===== src/rtl/ks_add_arbiter.sv =====
// Round-robin arbiter feeding one shared Kogge-Stone adder with a registered
// result slot; a requester can lock the adder across beats for multi-word adds.
module kogge_stone #(
    parameter int WIDTH = 32
) (
    input  logic [WIDTH-1:0] a,
    input  logic [WIDTH-1:0] b,
    input  logic             cin,
    output logic [WIDTH-1:0] sum,
    output logic             cout
);
    localparam int LV = (WIDTH > 1) ? $clog2(WIDTH) : 1;

    logic [WIDTH-1:0] g;
    logic [WIDTH-1:0] p;
    logic [WIDTH-1:0] gn;
    logic [WIDTH-1:0] pn;
    logic [WIDTH-1:0] carries;

    always_comb begin
        p = a ^ b;
        g = a & b;
        // Fold the carry-in into bit 0 so the prefix tree needs no extra column.
        g[0] = g[0] | (p[0] & cin);
        gn = g;
        pn = p;
        for (int l = 0; l < LV; l++) begin
            gn = g;
            pn = p;
            for (int i = (1 << l); i < WIDTH; i++) begin
                gn[i] = g[i] | (p[i] & g[i - (1 << l)]);
                pn[i] = p[i] & p[i - (1 << l)];
            end
            g = gn;
            p = pn;
        end
        carries = {g[WIDTH-2:0], cin};
        sum     = (a ^ b) ^ carries;
        cout    = g[WIDTH-1];
    end
endmodule

module ks_add_arbiter #(
    parameter int WIDTH = 32,
    parameter int NREQ  = 4
) (
    input  logic                  clk,
    input  logic                  rst,
    input  logic [NREQ-1:0]       req_valid,
    output logic [NREQ-1:0]       req_ready,
    input  logic [NREQ*WIDTH-1:0] req_a,
    input  logic [NREQ*WIDTH-1:0] req_b,
    input  logic [NREQ-1:0]       req_cin,
    input  logic [NREQ-1:0]       req_chain,
    output logic                  rsp_valid,
    input  logic                  rsp_ready,
    output logic [1:0]            rsp_id,
    output logic [WIDTH-1:0]      rsp_sum,
    output logic                  rsp_cout,
    output logic                  dbg_lock
);
    // Handshake: a beat moves on a cycle where req_valid[i] and req_ready[i]
    // are both high; a result moves when rsp_valid and rsp_ready are both high.
    typedef enum logic {ARB = 1'b0, LOCK = 1'b1} state_t;

    state_t           state;
    logic [1:0]       ptr;
    logic [1:0]       owner;
    logic [1:0]       gnt;
    logic [1:0]       ptr_next;
    logic             carry;
    logic             found;
    logic             slot_free;
    logic             accept;
    logic             add_cin;
    logic             add_cout;
    logic [WIDTH-1:0] add_a;
    logic [WIDTH-1:0] add_b;
    logic [WIDTH-1:0] add_sum;

    always_comb begin
        found = 1'b0;
        gnt   = owner;
        if (state == LOCK) begin
            found = req_valid[owner];
        end else begin
            gnt = 2'd0;
            for (int k = 0; k < NREQ; k++) begin
                if (!found && req_valid[(int'(ptr) + k) % NREQ]) begin
                    found = 1'b1;
                    gnt   = 2'((int'(ptr) + k) % NREQ);
                end
            end
        end
    end

    assign slot_free = !rsp_valid || rsp_ready;
    assign accept    = found && slot_free && !rst;
    assign ptr_next  = (int'(gnt) == NREQ - 1) ? 2'd0 : gnt + 2'd1;
    assign dbg_lock  = (state == LOCK);

    always_comb begin
        req_ready = '0;
        if (accept) begin
            req_ready[gnt] = 1'b1;
        end
    end

    assign add_a   = req_a[int'(gnt)*WIDTH +: WIDTH];
    assign add_b   = req_b[int'(gnt)*WIDTH +: WIDTH];
    assign add_cin = (state == LOCK) ? carry : req_cin[gnt];

    kogge_stone #(.WIDTH(WIDTH)) u_adder (
        .a    (add_a),
        .b    (add_b),
        .cin  (add_cin),
        .sum  (add_sum),
        .cout (add_cout)
    );

    always_ff @(posedge clk) begin
        if (rst) begin
            rsp_valid <= 1'b0;
            rsp_sum   <= '0;
            rsp_cout  <= 1'b0;
            rsp_id    <= 2'd0;
            ptr       <= 2'd0;
            state     <= ARB;
            carry     <= 1'b0;
            owner     <= 2'd0;
        end else if (accept) begin
            rsp_valid <= 1'b1;
            rsp_sum   <= add_sum;
            rsp_cout  <= add_cout;
            rsp_id    <= gnt;
            if (req_chain[gnt]) begin
                state <= LOCK;
                owner <= gnt;
                carry <= add_cout;
            end else begin
                // Pointer only moves when the chain (if any) terminates.
                state <= ARB;
                ptr   <= ptr_next;
            end
        end else if (slot_free) begin
            rsp_valid <= 1'b0;
        end
    end
endmodule


===== config.mk =====
export PLATFORM = sky130hd
export DESIGN_NAME = ks_add_arbiter
export DESIGN_NICKNAME = d
export VERILOG_FILES = /design/src/rtl/ks_add_arbiter.sv
export SDC_FILE = /design/constraint.sdc
export NUM_CORES = 1
export LEC_CHECK = 0
export ABC_AREA = 1
export BUFFER_PORTS_ARGS = -buffer_cell sky130_fd_sc_hd__buf_2
export CAP_MARGIN = 20
export CORE_MARGIN = 8
export CORE_UTILIZATION = 45
export CTS_CLUSTER_DIAMETER = 80
export DETAILED_ROUTE_END_ITERATION = 8
export PLACE_DENSITY = 0.87
export SLEW_MARGIN = 20
export SYNTH_ARGS = -nofsm -noshare
export SYNTH_HDL_FRONTEND = slang
export SYNTH_HIERARCHICAL = 1
export SYNTH_SLANG_ARGS = --single-unit
export TNS_END_PERCENT = 50

===== constraint.sdc =====
create_clock -name clk -period 4.4 [get_ports clk]
set_clock_uncertainty 0.15 [all_clocks]
set_input_delay 0.88 -clock clk [delete_from_list [all_inputs] [get_ports clk]]
set_output_delay 0.88 -clock clk [all_outputs]
set_load 0.05 [all_outputs]

==> impl_metrics.json <==
{
  "status": "completed",
  "drtIter0Drc": 866,
  "wl_um": 28100,
  "cts.sinks": 42,
  "vias": 8980,
  "clock_path_buffers": 2,
  "cpMaxStageDelayCell": "o22ai_1",
  "ys_seq_area_frac": 0.135,
  "period_minus_slack_ns": 4.12,
  "drv_slew": 0,
  "route.detailed.drc": 0,
  "max_slew.worst_pin.slew_ns": 1.02,
  "die-height_um": 134,
  "fin_cells": 1690,
  "clkTransAtPathRegs_ns": 0.06,
  "hold_violations": 0,
  "worstSkewPairLatency_ns": 0.29,
  "drtPass1Iterations": 8,
  "min_path_type": "register to register",
  "crit_family": "simple AND/OR/NAND/NOR gates",
  "grt.total_usage": 0.287,
  "antenna_left": 0,
  "synth.distinct_cells": 36,
  "gp_congestion": 0.979,
  "setup_viol": 0,
  "async_flop_share": 0,
  "stdcell_area_sq_um": 8630,
  "crit_top_cell": "nand2_1",
  "cts_hold_buffers": 0,
  "syn_area_sq_um": 6250,
  "initial_core_util": 0.455,
  "hold_ws_ns": 0.351,
  "antenna_found_initial": 0,
  "fill_cells": 1379,
  "arrival_ns": 4.15,
  "start_kind": "input pin",
  "worst-path-buf-inv": 6,
  "crit_type": "input pin to register",
  "max_stage_delay_ns": 0.29,
  "grt_overflow": 0,
  "vias_per_cell": 5.31,
  "timing.fmax_mhz": 243,
  "grt_pass1_wl_um": 42100,
  "cts_tree": "done",
  "core-area_sq_um": 13700,
  "die_area_sq_um": 17900,
  "rsz0062_at_grt": "false",
  "ys.warnings.count": 6,
  "syn_nets": 1475,
  "synth_cells": 1167,
  "die_w_um": 134,
  "nets": 1817,
  "cts_root_buffer": "clkbuf_16",
  "ys_ff_latch": 42,
  "period_share": 0.935,
  "slew_headroom": 0.322,
  "grt_pass1_vias": 8273,
  "synth_edf_count": 0,
  "numCtsBuffers": 5,
  "grt_max_degree": 111,
  "htree_levels": 2,
  "placed_area_sq_um": 8330,
  "crit_path_end_kind": "register",
  "n_antenna_cell": 0,
  "worst_ep_required_time_ns": 4.43,
  "place_inst": 1678,
  "drive_gt1_frac": 0.297,
  "area_delta_synth_final_pct": 38.2,
  "syn_area_per_cell_sq_um": 5.35,
  "dp_hpwl_um": 22100,
  "cap_violations": 0,
  "io_buffers": 311,
  "synth-main-ff-cell": "dfxtp_1",
  "worstPathMaxFanout": 38,
  "rows": 43,
  "pin_count": 312,
  "wire_per_inst_um": 16.7
}
[cells in the mapped netlist, types with 4 or more instances]
| cell | n | area [sq um] |
|---|---|---|
| ha_1 | 35 | 438 |
| o21ai_1 | 75 | 375 |
| a21oi_1 | 28 | 140 |
| dfxtp_1 | 42 | 841 |
| xor2_1 | 15 | 131 |
| nand4_1 | 6 | 37.5 |
| nor2_2 | 4 | 25.0 |
| nor3_1 | 7 | 35.0 |
| buf_2 | 25 | 125 |
| nand3_2 | 6 | 60.1 |
| inv_1 | 132 | 495 |
| buf_4 | 9 | 67.6 |
| o22ai_1 | 64 | 400 |
| nand3_1 | 36 | 180 |
| buf_6 | 9 | 101 |
| nor2_1 | 246 | 923 |
| o21ai_0 | 90 | 450 |
| nand2_2 | 15 | 93.8 |
| inv_2 | 5 | 18.8 |
| clkbuf_1 | 12 | 45.0 |
| nand2_1 | 287 | 1080 |
[placed cells by master (no fill, tap or decap), types with 3 or more instances in the layout]
cell	n
dfxtp_1	41
inv_1	132
clkbuf_16	9
nand4_1	6
o22ai_1	62
nand2_2	16
o21ai_1	77
nand3_2	8
nor3_1	7
ha_1	34
nor2_2	5
buf_12	3
nand3_1	34
inv_2	4
xor2_1	15
o21ai_0	88
buf_4	71
a21oi_1	27
nand2_1	285
nor2_1	245
buf_2	311
[tightest hold or removal path, stage by stage (launching register included)]
cell and delay, ns:
dfxtp_1 0.34, a21oi_1 0.05, nor2_1 0.08
[cell families after synthesis]
logic type | count (synthesis) | synth area share
AND/OR/NAND/NOR | 616 | 0.403
AO/OA/AOI/OAI | 262 | 0.225
buffers and inverters | 195 | 0.140
flip-flops | 42 | 0.135
adder cells (fa/ha/maj) | 37 | 0.0765
XOR/XNOR | 15 | 0.0210
[layout make-up]
| cell class | instances | area, sq um | share of cell area |
|---|---|---|---|
| Clock inverter | 2 | 13.8 | 0.00159 |
| Sequential cell | 42 | 842 | 0.0975 |
| Timing Repair Buffer | 391 | 2300 | 0.267 |
| Tap cell | 180 | 225 | 0.0261 |
| Clock buffer | 6 | 129 | 0.0149 |
| Multi-Input combinational cell | 930 | 4590 | 0.531 |
| Inverter | 139 | 532 | 0.0616 |
[path summary, 6_finish.rpt]
check / start / end / slack, ns / depth (start not counted)
min reg2reg: carry / carry / 0.35 / 2
min: carry / carry / 0.35 / 2
max reg2reg: ptr[1] / carry / 0.41 / 24
max: req_valid[1] / carry / 0.28 / 25
[per-layer routing]
layer / global-route usage / wire length (um) / part of all wire / vias up
met2: 0.495 / 13300 / 0.47 / 459
met4: 0.112 / 1080 / 0.038 / 0
met3: 0.0636 / 2620 / 0.093 / 82
met5: 0 / 0 / 0 / -
met1: 0.338 / 11100 / 0.40 / 3986
li1: - / - / - / 4453
[registers in the layout, summed over array words and instances, names as in the netlist]
name       cells
carry          1
rsp_cout       1
rsp_id         2
rsp_sum       32
rsp_valid      1
owner          2
dbg_lock       1
ptr            2
[metrics by stage]
stage | setup TNS [ns] | utilization | worst slack (ns)
floorplan | 0 | - | 0.278
global placement | -0.240 | 0.607 | -0.108
detailed placement | -0.413 | 0.607 | -0.126
CTS | 0 | 0.617 | 0.138
global route | 0 | 0.629 | 0.00546
finish | 0 | 0.629 | 0.284
[timing repair]
action | in CTS | in global routing
endpoints found under the setup margin | 0 | 16
gates resized for setup | 0 | 19
buffers inserted | 0 | 0
endpoints found under the hold margin | 0 | 0
Power is not shown: default switching activity piles up to over one toggle a cycle in this logic, so the estimate is an artifact.
